$ cat config.mk
export PLATFORM = sky130hd
export DESIGN_NAME = irq_pending_ctrl
export DESIGN_NICKNAME = d
export VERILOG_FILES = /design/src/rtl/irq_pending_ctrl_pkg.sv /design/src/rtl/irq_pending_ctrl_edge_capture.sv /design/src/rtl/irq_pending_ctrl.sv
export SDC_FILE = /design/constraint.sdc
export NUM_CORES = 1
export LEC_CHECK = 0
export BUFFER_PORTS_ARGS = -buffer_cell sky130_fd_sc_hd__buf_4
export CAP_MARGIN = 5
export CORE_MARGIN = 2
export CORE_UTILIZATION = 29
export DETAILED_ROUTE_END_ITERATION = 10
export PLACE_DENSITY_LB_ADDON = 0.2
export SYNTH_ARGS = -nofsm -noshare
export SYNTH_HDL_FRONTEND = slang
export SYNTH_SLANG_ARGS = --single-unit
$ cat constraint.sdc
create_clock -name clk -period 4.3 [get_ports clk]
set_input_delay 0.215 -clock clk [delete_from_list [all_inputs] [get_ports clk]]
set_output_delay 0.215 -clock clk [all_outputs]
set_load 0.1 [all_outputs]
$ cat src/rtl/irq_pending_ctrl_pkg.sv
// Shared types and constants for the irq_pending_ctrl request stage.
package irq_pending_ctrl_pkg;

    localparam int NUM_CH = 4;
    localparam int IDX_W  = 2;

    typedef enum logic [1:0] {
        IDLE     = 2'd0,
        WAIT_ACK = 2'd1,
        HOLD     = 2'd2
    } state_e;

    // Expand an encoder index into a one-hot channel vector.
    function automatic logic [NUM_CH-1:0] idx_onehot(input logic [IDX_W-1:0] idx);
        idx_onehot      = '0;
        idx_onehot[idx] = 1'b1;
    endfunction

endpackage

$ cat src/rtl/irq_pending_ctrl_edge_capture.sv
// Rising-edge capture of the request lines into sticky pending bits.
// Optional overflow tracking when IRQ_PENDING_OVF_EN is defined.
module irq_edge_capture
    import irq_pending_ctrl_pkg::*;
(
    input  logic              clk,
    input  logic              rst,
    input  logic [NUM_CH-1:0] req,
    input  logic [NUM_CH-1:0] clr,
    output logic [NUM_CH-1:0] pend_raw
`ifdef IRQ_PENDING_OVF_EN
    ,
    output logic [NUM_CH-1:0] ovf
`endif
);

    logic [NUM_CH-1:0] req_q;
    logic [NUM_CH-1:0] rise;
    logic [NUM_CH-1:0] pend_d, pend_q;
`ifdef IRQ_PENDING_OVF_EN
    logic [NUM_CH-1:0] ovf_d, ovf_q;
`endif

    // Next pending state: a new edge wins over a same-cycle clear.
    always_comb begin
        rise   = req & ~req_q;
        pend_d = (pend_q & ~clr) | rise;
`ifdef IRQ_PENDING_OVF_EN
        // A re-edge on a bit that stays pending is a lost (merged) request.
        ovf_d  = (ovf_q & ~clr) | (rise & pend_q & ~clr);
`endif
    end

    // Register request history and pending state.
    always_ff @(posedge clk) begin
        if (rst) begin
            req_q  <= '0;
            pend_q <= '0;
`ifdef IRQ_PENDING_OVF_EN
            ovf_q  <= '0;
`endif
        end else begin
            req_q  <= req;
            pend_q <= pend_d;
`ifdef IRQ_PENDING_OVF_EN
            ovf_q  <= ovf_d;
`endif
        end
    end

    assign pend_raw = pend_q;
`ifdef IRQ_PENDING_OVF_EN
    assign ovf = ovf_q;
`endif

endmodule

$ cat src/rtl/irq_pending_ctrl.sv
// Interrupt request stage: pending capture, masking, and host req/ack FSM
// with a programmable post-ack holdoff.
// Optional feature macro: IRQ_PENDING_OVF_EN (adds the ovf output).
module irq_pending_ctrl
    import irq_pending_ctrl_pkg::*;
#(
    parameter int HOLDOFF = 2,
    parameter int CW      = 4
) (
    input  logic             clk,
    input  logic             rst,
    input  logic [3:0]       req,
    input  logic [3:0]       mask,
    input  logic             ack,
    input  logic [IDX_W-1:0] ack_idx,
    output logic [3:0]       pend,
    output logic             irq,
    output logic             busy
`ifdef IRQ_PENDING_OVF_EN
    ,
    output logic [3:0]       ovf
`endif
);

    state_e            state_d, state_q;
    logic [CW-1:0]     cnt_d, cnt_q;
    logic              irq_q, busy_q;
    logic [NUM_CH-1:0] pend_raw;
    logic [NUM_CH-1:0] clr;

    irq_edge_capture u_capture (
        .clk      (clk),
        .rst      (rst),
        .req      (req),
        .clr      (clr),
        .pend_raw (pend_raw)
`ifdef IRQ_PENDING_OVF_EN
        ,
        .ovf      (ovf)
`endif
    );

    assign pend = pend_raw & ~mask;

    // Only an ack in WAIT_ACK naming a presented bit clears it.
    always_comb begin
        clr = '0;
        if (ack && state_q == WAIT_ACK) begin
            clr = idx_onehot(ack_idx) & pend;
        end
    end

    // Next-state and holdoff counter logic.
    always_comb begin
        state_d = state_q;
        cnt_d   = cnt_q;
        case (state_q)
            IDLE: begin
                if (|pend) state_d = WAIT_ACK;
            end
            WAIT_ACK: begin
                if (ack) begin
                    if (HOLDOFF == 0) begin
                        state_d = IDLE;
                    end else begin
                        cnt_d   = CW'(HOLDOFF - 1);
                        state_d = HOLD;
                    end
                end else if (!(|pend)) begin
                    state_d = IDLE;
                end
            end
            HOLD: begin
                if (cnt_q == '0) state_d = IDLE;
                else             cnt_d   = cnt_q - CW'(1);
            end
            default: state_d = IDLE;
        endcase
    end

    // State register; irq/busy registered from the next state.
    always_ff @(posedge clk) begin
        if (rst) begin
            state_q <= IDLE;
            cnt_q   <= '0;
            irq_q   <= 1'b0;
            busy_q  <= 1'b0;
        end else begin
            state_q <= state_d;
            cnt_q   <= cnt_d;
            irq_q   <= (state_d == WAIT_ACK);
            busy_q  <= (state_d != IDLE);
        end
    end

    assign irq  = irq_q;
    assign busy = busy_q;

endmodule

==> results by stage, run 1 <==
Route:
- The vias per cell is 4.816.
- The final route contains 549 vias.
- The final layout contains routed wiring with a total length of 1358 um.
- The detailed-routing wirelength on met1 is 683 um.
- The DRC violation count after routing is 0.
- Dividing the detail-routed wire length by the instance count gives 11.91 um.
- After the first detailed-routing iteration, the DRC count stood at 8.
- The met2 wire length is 575 um.
- Routed signal wires occupy layers up through met4.
- In this run the remaining antenna-violating nets after routing total 0.
- Before antenna repair, the detailed router went through 4 iterations.
- In the detailed route, the total length drawn on met3 is 87 um.

GRT:
- The initial antenna violation count is 0.
- The largest net degree at the start of global routing is 11.
- The total congestion overflow after global routing is 0.
- The global-route usage over all layers is 11.62%.
- The first-pass GRT wire length is 2270 um.
- The via count of the first global-routing pass came to 500.

Timing:
- After routing, the total negative slack on setup checks comes to 0 ns.
- The transition time at the pin with the least slew margin is 0.6193 ns.
- The worst-case clock skew is 0.003151 ns.
- Setup repair after global routing left no endpoint under its margin.
- Setup violations remaining at the end of the flow were counted as 0.
- The hold violation total from the final report is 0.
- The total count of max-transition violations in the final report is 0.
- Counting I/O delays and the setup requirement, the final critical path takes 1.469 ns.
- Setup slack on the critical path of the routed design comes to 2.831 ns.
- The part of the cycle the worst path needs is 34.16%.
- The fmax is 680.8 MHz.
- The worst-case headroom to the max-slew limit is 58.17%.

Placement:
- Once placement finished, the instance area stood at 833.3 sq um.
- The final weighted congestion in routability-driven placement is 0.6953.
- The wire-length estimate of the detail-placed layout is 981.8 um.
- The count of buffers added on input and output ports is 18.
- Timing analysis after detailed placement gives a worst setup slack of 2.843 ns.

Clocking:
- The post-cts resize count is 0.
- The later pin in the worst-skew pair is clocked with a latency of 0.28 ns.
- After clock tree synthesis, the setup repair step added 0 buffers.
- The clock net in this run drives a total of 16 sinks.
- The clock tree from TritonCTS is yes.
- Buffers inserted to repair hold after CTS numbered 0.
- The clock-pin slew of the registers on the worst-case setup and hold paths is 0.08 ns.
- The number of levels in the clock H-tree is 1.
- The buffer cell driving the clock tree root is clkbuf_4.
- Counting along the longest clock path gives a buffer depth of 2.
- The CTS buffer count is 3.

Floorplan:
- The initial cell density of the core is 30.49%.
- The core region is 2212 sq um.
- In this run the vertical extent of the chip is 52.23 um.
- The die covers 2727 sq um.
- The floorplan has 17 rows.
- In this run the count of I/O pins placed on the die edge is 19.
- The horizontal die dimension is 52.23 um.

Setup path:
- The maximum fanout encountered on the critical timing path is 6.
- Data arrives at the worst endpoint at 1.61 ns.
- The critical path is of the reg2reg type.
- STA classifies the critical path endpoint as a flop.
- The critical path required time is 4.44 ns.
- The worst setup path is launched from a flop.

Synthesis:
- When the netlist entered floorplanning its net count stood at 81.
- The Yosys step of the flow raised 0 warnings.
- Synthesis instantiated 23 different standard cells from the library.
- Sorting the synthesized cells by area gives the leading types as dfxtp_1 (47%), nor2b_1 (6.5%), a32o_1 (5.9%).
- The cell with the most instances after synthesis is dfxtp_1.
- Ranked by instance count, the synthesized netlist is headed by dfxtp_1 (16), inv_1 (9), nor2b_1 (7), a21oi_1 (4), a32o_1 (4).
- The cell count after synthesis came out at 66.
- The synthesized design contains 0 enable-type register cells.
- Summing every instance area after synthesis gives 674.4 sq um.
- The synthesized design devotes to its leading area cell type 47.50% of total area.
- The most used flip-flop cell after synthesis is dfxtp_1.
- The average instance in the mapped netlist occupies 10.22 sq um.
- The synthesized design contains 16 register bits.
- Counting flops with an async set or reset pin after synthesis yields a share of 0%.
- The cell taking the most area after synthesis is dfxtp_1.
- The share of the Yosys chip area taken by registers is 47.50%.

Hold path:
- The path type of the worst min-delay path is in2reg.

Finish:
- The proportion of layout cells with a drive suffix above 1 is 27.91%.
- Cells fill 38.69% of the core in the end.
- The layout has 230 filler cells.
- Once layout is done, the placed cells without fillers occupy 855.8 sq um.
- The number of inserted diodes is 0.
- The final net count is 103.
- The area growth from synthesis to layout is 26.90%.

Power and ir drop:
- Power spread over the standard cell area amounts to 371.0 nW/um^2.
- The highest ir drop seen on vdd is 0.2385 mV.
- The static leakage is 0.3601 nW.

Status:
- The flow ran to the end, and the final reports show no timing, DRC or antenna violations.

Job:
- The tool flagged a number of max-cap violations equal to 0.
==> final cells by class <==
cell class | count | area [sq um] | share of cell area, %
well taps | 28 | 35.03 | 4.094
repair buffers | 18 | 135.1 | 15.79
multi-input cells | 40 | 309.0 | 36.11
flip-flops and latches | 16 | 320.3 | 37.43
clock buffers | 3 | 22.52 | 2.632
inverters | 9 | 33.78 | 3.947
==> sequential cells by signal (all words and copies together) (netlist names) <==
name / cells
busy: 1
state_q: 2
cnt_q: 4
irq: 1
u_capture.pend_raw: 4
u_capture.req_q: 4
==> through the flow <==
stage                     hold WS [ns]  instances  power (mW)
after global placement          0.4476        111      0.2454
after CTS                       0.1459        114      0.3220
after floorplan                 0.3093         66      0.2236
after detailed placement        0.4456        111      0.2456
after global routing            0.1357        114      0.3368
final                           0.1521        114      0.3175
==> kinds of logic (layout without fill, tap and decap cells) <==
logic type               after synthesis  count (layout)  share of synthesized area (%)
flip-flops                            16              16                          47.50
AO/OA/AOI/OAI                         17              17                          18.00
buffers and inverters                 10              30                          6.679
AND/OR/NAND/NOR                       21              21                          24.12
adder cells (fa/ha/maj)                2               2                          3.710
==> worst max-delay path: stages, from the launching register on <==
cell	delay (ns)
dfxtp_1	0.32
inv_1	0.11
ha_1	0.15
nor3b_1	0.46
or2_2	0.23
a31oi_1	0.08
==> worst paths after layout <==
| kind | from | endpoint | slack (ns) | cells after the start |
|---|---|---|---|---|
| max reg2reg | cnt_q[0] | busy | 2.83 | 5 |
| max | cnt_q[0] | busy | 2.83 | 5 |
| min reg2reg | u_capture.req_q[3] | u_capture.pend_raw[3] | 0.47 | 2 |
| min | ack | state_q[0] | 0.15 | 2 |
==> layer usage <==
| metal | vias to the layer above | track usage (%) |
|---|---|---|
| met1 | 254 | 16.58 |
| met5 | - | 0 |
| met4 | 0 | 3.846 |
| li1 | 281 | - |
| met2 | 12 | 15.19 |
| met3 | 2 | 5.429 |
==> cell usage in the layout, fill, tap and decap left out, drive strengths merged, types with 3 or more instances in the layout <==
| cell type | synthesis | final |
|---|---|---|
| buf | 1 | 18 |
| dfxtp | 16 | 16 |
| inv | 9 | 9 |
| nor2b | 7 | 7 |
| a21oi | 4 | 4 |
| a32o | 4 | 4 |
| or4 | 3 | 3 |
| clkbuf | 0 | 3 |
==> where the power goes <==
| part | switching (mW) | total [mW] | internal [mW] |
|---|---|---|---|
| clock | 0.0433 | 0.0757 | 0.0325 |
| combinational | 0.0534 | 0.0784 | 0.0250 |
| sequential | 0.00479 | 0.163 | 0.159 |
| total | 0.101 | 0.318 | 0.216 |
No activity file was read; power rests on OpenSTA's default activity.
==> run 2: changes to the inputs <==
Clock period 4.3 ns to 1.2 ns, I/O delays scaled along.
==> run 2 against run 1 <==
The flow now finishes with violations (setup timing). Fmax increased by 8.5%. Non-clock buffer count up 6. Combinational power rose to 4.5 times the previous value. Cell count rose by 6.1%. Sequential power grew to 3.6 times the previous value. Critical path depth fell by 2. Largest power group unchanged. First-iteration DRC count decreased by 13%. Worst setup slack worse by 3.0 ns. Register-to-register slack got worse by 3.0 ns. Die area unchanged. Clock skew rose by 0.0047 ns.
==> results by stage, run 2 (same netlist as run 1, synthesis figures left out) <==
Floorplan:
- The height of the chip is 52.23 um (unchanged).
- The placeable core area came to 2212 sq um (unchanged).
- The die area is 2727 sq um (unchanged).
- The initial cell density of the core is 30.49% (unchanged).
- The number of I/O pins came to 19 (unchanged).
- The number of placement rows is 17 (unchanged).
- The horizontal die dimension came to 52.23 um (unchanged).

Hold path:
- The hold path startpoint is req[1].
- The worst hold path stage count is 2 (unchanged).
- The min-delay analysis places its worst path in the category in2reg.

Clocking:
- The number of levels in the clock H-tree came to 1 (unchanged).
- The clock insertion delay at the later pin of the skew report came to 0.28 ns (about the same).
- The clock tree from TritonCTS is yes.
- The buffer levels on the longest clock path came to 2 (unchanged).
- The number of clock sinks came to 16 (unchanged).
- Clock tree synthesis selected as its root buffer the cell clkbuf_4.
- The CTS buffer count is 3 (unchanged).
- The clock-pin slew of the registers on the worst-case setup and hold paths came to 0.10 ns (+0.02 ns).

Timing:
- The worst path setup slack after routing came to -0.1536 ns (-2.985 ns).
- The total count of max-transition violations in the final report is 0 (unchanged).
- The worst-case clock skew came to 0.007882 ns (+0.004731 ns).
- The worst-case headroom to the max-slew limit is 78.41% (+20 points).
- The fmax is 738.8 MHz (+8.5%).
- The post-route worst hold slack is 0.01310 ns (-0.1390 ns).
- The hold violation total from the final report was 0 (unchanged).
- The final-report setup violation count is 8 (+8).
- The shortest period the worst path allows is 1.354 ns (-0.1152 ns).
- The part of the cycle the worst path needs is 112.8% (+79 points).
- The transition time at the pin with the least slew margin was 0.3227 ns (-0.2966 ns).
- Setup repair after global routing could not meet its margin everywhere.

Route:
- The total wire length after detailed routing was 1394 um (+2.7%).
- The total via count after detailed routing is 563 (+2.6%).
- The average wire per standard cell is 11.52 um (-3.3%).
- The vias per cell is 4.653 (-3.4%).
- The detailed router's first-iteration violation count came to 7 (-1).
- The residual antenna-violating net count after detailed routing came to 0 (unchanged).
- The total iterations of the first detailed-routing run is 4 (unchanged).
- The DRC violation count after routing came to 0 (unchanged).

Finish:
- Leaving out fill and tap cells, the most frequent cell in the layout is buf_4.
- The library cells used most frequently in the layout, excluding fill and tap cells, are buf_4 (18), dfxtp_1 (10), inv_1 (7), dfxtp_2 (6), buf_6 (5).
- The final design area excluding fillers is 1044 sq um (+22%).
- The number of inserted diodes is 0 (unchanged).
- The layout overhead on the synthesized area is 54.73%.
- The share of the core filled with cells is 47.17% (+8.5 points).
- The final net count is 109 (+5.8%).
- The number of fillers in the final layout is 216 (-6.1%).
- The proportion of layout cells with a drive suffix above 1 is 56.99% (+29 points).

Power and ir drop:
- The static leakage is 0.4343 nW (+21%).
- The power per standard cell area is 1243 nW/um^2 (+240%).
- The highest ir drop seen on vdd is 0.8343 mV (+250%).

GRT:
- The global-route usage over all layers was 11.90% (+0.28 points).
- The largest net degree at the start of global routing came to 11 (unchanged).
- The first-pass GRT wire length is 2235 um (-1.5%).
- The initial antenna violation count is 0 (unchanged).
- The via count of the first global-routing pass came to 500 (unchanged).
- The total congestion overflow after global routing is 0 (unchanged).

Setup path:
- STA classifies the critical path startpoint as a flop.
- The setup slack of the most critical reg-to-reg path is -0.15 ns (-2.98 ns).
- The slowest cell on the critical path is or4_4.
- The length in cells of the worst reg-to-reg path came to 3 (-2).
- The critical path required time is 1.43 ns (-3.01 ns).
- The worst setup path category is reg2reg.
- Traced cell by cell, the critical path runs through or3_4 -> or4_4 -> a21oi_2.
- The maximum fanout encountered on the critical timing path was 2 (-4).
- In this run the critical register-to-register path is launched from cnt_q[0].
- Tracing the worst setup path back leads to its startpoint at cnt_q[0].
- The highest cell delay on the worst timing path is 0.48 ns (+0.02 ns).
- The signal arrival time at the worst endpoint is 1.58 ns (-0.03 ns).
- In this run the worst setup path terminates at cnt_q[3].
- The worst register-to-register path ends at cnt_q[3].
- The critical path endpoint category is a flop.

Status:
- The final reports fail on setup timing.
- The run finished, with violations left.

Placement:
- The detailed placer's ending HPWL was 1063 um (+8.2%).
- The area of placed instances was 937.1 sq um (+12%).
- The final weighted congestion in routability-driven placement was 0.7600 (+9.3%).
- The quantity of I/O buffers inserted on ports was 18 (unchanged).

Job:
- The total of max-cap violations is 0 (unchanged).
-- run 2: critical path: cells and delay by family, from the launching register on --
kind / cells / cell delay, ns
AND/OR/NAND/NOR: 2 / 0.86
AO/OA/AOI/OAI: 1 / 0.12
flip-flops: 1 / 0.33
-- run 2: area by class of cell --
cell class	count	area, sq um	area share (%)
tap	28	35.03	3.357
inverter	9	33.78	3.237
clock buffer	4	36.28	3.477
multi-input combinational	40	409.1	39.21
sequential	16	327.8	31.41
timing repair buffer	24	201.4	19.30
-- run 2: worst min-delay path by stage --
stage | end | slack [ns]
after detailed placement | state_q[0] | 0.28
final | u_capture.req_q[1] | 0.01
after CTS | u_capture.req_q[1] | 0.005
after global routing | u_capture.req_q[1] | 0.001
after floorplan | state_q[0] | 0.14
after global placement | state_q[0] | 0.28
-- run 2: layer usage --
layer	vias to the layer above	part of all wire, %	global-route usage, %
li1	297	-	-
met2	12	48	18.14
met4	0	1.0	3.846
met1	252	45	14.54
met5	-	0	0
met3	2	5.8	6.000
-- run 2: where the power goes --
| group | switching [mW] | total [mW] | internal [mW] |
|---|---|---|---|
| clock | 0.168 | 0.352 | 0.185 |
| combinational | 0.212 | 0.356 | 0.144 |
| sequential | 0.0180 | 0.589 | 0.571 |
-- run 2: stage by stage --
step / power [mW] / worst slack (ns) / std cells / setup TNS (ns)
after global placement: 0.9322 / -0.1105 / 116 / -0.4514
after floorplan: 0.8342 / -0.09828 / 66 / -0.5116
after CTS: 1.301 / -0.1431 / 121 / -0.4421
after detailed placement: 0.9341 / -0.1409 / 116 / -0.5282
final: 1.297 / -0.1536 / 121 / -0.4888
after global routing: 1.372 / -0.1816 / 121 / -0.8351
-- run 2: repair_timing --
action / 4_1_cts / 5_1_grt
hold buffers: 1 / 0
hold endpoints to repair: 2 / 0
endpoints found under the setup margin: 10 / 13
pin swaps: 1 / 1
resized for setup: 3 / 14
buffers inserted: 0 / 0
==> run 3: changes to the inputs <==
Settings changed: CAP_MARGIN 5 to unset, CTS_BUF_LIST set to sky130_fd_sc_hd__clkbuf_16.
==> run 3 against run 2 <==
The flow still finishes with violations (setup timing). Global-route usage did not move. Utilization rose by 0.79 points. First-iteration DRC count rose by 14%. Largest cell class unchanged.
==> results by stage, run 3 (same netlist as run 1, synthesis figures left out) <==
Placement:
- The final weighted congestion in routability-driven placement is 0.7600 (unchanged).
- The quantity of I/O buffers inserted on ports was 18 (unchanged).
- The worst setup timing slack at the placement stage is -0.1409 ns (unchanged).
- The cell count after placement is 116 (unchanged).
- The detailed placer's ending HPWL is 1063 um (unchanged).

GRT:
- The global-route usage over all layers is 11.90% (unchanged).
- The initial antenna violation count is 0 (unchanged).
- The via count of the first global-routing pass is 511 (+2.2%).
- The largest net degree at the start of global routing is 11 (unchanged).
- The first-pass GRT wire length was 2242 um (+0.31%).
- The total congestion overflow after global routing is 0 (unchanged).

Floorplan:
- The die area came to 2727 sq um (unchanged).
- The number of placement rows was 17 (unchanged).
- The placeable core area is 2212 sq um (unchanged).
- The initial cell density of the core was 30.49% (unchanged).
- The height of the chip is 52.23 um (unchanged).
- The number of I/O pins came to 19 (unchanged).
- The horizontal die dimension is 52.23 um (unchanged).

Setup path:
- The critical path endpoint category is a flop.
- The endpoint of the most critical register-to-register path is cnt_q[3].
- The number of buffers and inverters on the critical path is 0 (unchanged).
- The signal arrival time at the worst endpoint was 1.53 ns (-0.05 ns).
- The critical path's top delay family is simple AND/OR/NAND/NOR gates.
- The start of the worst register-to-register path is cnt_q[0].
- Walking the worst path, the cells encountered are or3_4 -> or4_4 -> a21oi_2.
- The worst setup path category is reg2reg.
- The maximum fanout encountered on the critical timing path was 2 (unchanged).
- The highest cell delay on the worst timing path is 0.48 ns (about the same).
- The length in cells of the worst reg-to-reg path is 3 (unchanged).
- The slowest cell on the critical path is or4_4.
- The most critical setup path has its startpoint at cnt_q[0].
- The critical path required time was 1.38 ns (-0.05 ns).
- The number of stages on the worst setup path is 3 (unchanged).
- The element type at the critical path start is a flop.
- The end of the critical path is cnt_q[3].
- The setup slack of the most critical reg-to-reg path is -0.15 ns (about the same).

Finish:
- The number of inserted diodes is 0 (unchanged).
- The layout overhead on the synthesized area is 57.33%.
- The number of fillers in the final layout is 216 (unchanged).
- In the layout the commonest cells are buf_4 (22), dfxtp_1 (10), inv_1 (7), dfxtp_2 (6).
- The library cell used most frequently in the layout, excluding fill and tap cells, is buf_4.
- The proportion of layout cells with a drive suffix above 1 is 56.52% (-0.47 points).
- The final net count is 108 (-0.92%).
- The count of placed standard cells in the final layout, fillers left out is 120 (-0.83%).

Timing:
- The worst-case headroom to the max-slew limit was 78.62% (+0.21 points).
- The fmax is 741.6 MHz (+0.39%).
- The hold violation total from the final report is 0 (unchanged).
- The worst path setup slack after routing is -0.1484 ns (+0.005236 ns).
- Setup repair after global routing could not meet its margin everywhere.
- The total count of max-transition violations in the final report was 0 (unchanged).
- The transition time at the pin with the least slew margin was 0.3196 ns (-0.003130 ns).
- The shortest period the worst path allows is 1.348 ns (-0.005236 ns).
- The worst-case clock skew is 0.007001 ns (-0.0008808 ns).
- The part of the cycle the worst path needs is 112.4% (-0.44 points).
- The total negative slack was -0.4169 ns (+0.07191 ns).
- The final-report setup violation count is 6 (-2).

Hold path:
- The path class of the tightest hold or removal check is in2reg.
- The worst hold path stage count was 2 (unchanged).

Clocking:
- The buffer cell driving the clock tree root is clkbuf_16.
- The CTS buffer count is 3 (unchanged).
- The number of clock sinks is 16 (unchanged).
- The number of levels in the clock H-tree is 1 (unchanged).
- The clock insertion delay at the later pin of the skew report is 0.24 ns (-0.04 ns).
- The buffer levels on the longest clock path is 2 (unchanged).
- The number of buffers inserted by post-CTS setup repair is 0 (unchanged).
- TritonCTS built the clock tree.
- The clock-pin slew of the registers on the worst-case setup and hold paths was 0.05 ns (-0.05 ns).

Route:
- The detailed-routing wirelength on met1 is 625 um (-0.48%).
- The average wire per standard cell is 11.53 um (+0.11%).
- The total via count after detailed routing is 557 (-1.1%).
- The met3 layer wire length in the routed design was 71 um (-12%).
- The vias per cell is 4.642 (-0.24%).
- The detailed router's first-iteration violation count came to 8 (+1).
- The total iterations of the first detailed-routing run is 4 (unchanged).
- The residual antenna-violating net count after detailed routing is 0 (unchanged).
- The highest metal layer used by the detailed router is met4.
- The met2 wire length is 673 um (+0.60%).
- The DRC violation count after routing was 0 (unchanged).
- The total wire length after detailed routing is 1384 um (-0.72%).

Power and ir drop:
- The total power is 1.578 mW (+22%).
- The static leakage is 0.4442 nW (+2.3%).
- The power per standard cell area is 1487 nW/um^2 (+20%).
- The highest ir drop seen on vdd is 1.077 mV (+29%).

Job:
- The total of max-cap violations is 0 (unchanged).

Status:
- The final reports fail on setup timing.
- The run finished, with violations left.
-- run 3: worst reg2reg max path, stage by stage (launching register included) --
cell,delay [ns]
dfxtp_2,0.32
or3_4,0.38
or4_4,0.48
a21oi_2,0.12
-- run 3: power by group --
group | switching [mW] | internal, mW
Sequential | 0.0182 | 0.573
Combinational | 0.210 | 0.136
Clock | 0.199 | 0.441
Total | 0.428 | 1.15
-- run 3: how the worst min path moves through the flow --
stage / startpoint / end / slack (ns)
6_report: ack / irq / 0.03
5_1_grt: ack / irq / 0.04
4_1_cts: ack / state_q[0] / 0.03
3_3_place_gp: ack / state_q[0] / 0.28
2_1_floorplan: ack / state_q[0] / 0.14
3_5_place_dp: ack / state_q[0] / 0.28
-- run 3: repair_timing --
| item | 4_1_cts | 5_1_grt |
|---|---|---|
| pin swaps | 1 | 1 |
| setup endpoints to repair | 9 | 10 |
| gates resized for setup | 2 | 11 |
| hold buffers | 0 | 0 |
-- run 3: layout make-up --
class                           instances  area (sq um)  area share [%]
Inverter                                9         33.78           3.184
Clock buffer                            3         75.07           7.075
Multi-Input combinational cell         40         409.1           38.56
Timing Repair Buffer                   23         176.4           16.63
Tap cell                               28         35.03           3.302
Clock inverter                          1         3.754          0.3538
Sequential cell                        16         327.8           30.90
-- run 3: layer usage --
layer | global-route usage (%) | vias to the layer above
met5 | 0 | -
met3 | 6.000 | 2
li1 | - | 295
met2 | 18.35 | 11
met4 | 3.846 | 0
met1 | 14.36 | 249
-- run 3: per-stage QoR --
step | util [%] | area, sq um | hold WS (ns)
3_5_place_dp | 42.36 | 937.1 | 0.2787
4_1_cts | 46.38 | 1026 | 0.02845
5_1_grt | 47.96 | 1061 | 0.03628
6_report | 47.96 | 1061 | 0.03435
2_1_floorplan | - | 740.7 | 0.1445
3_3_place_gp | 42.36 | 937.1 | 0.2770
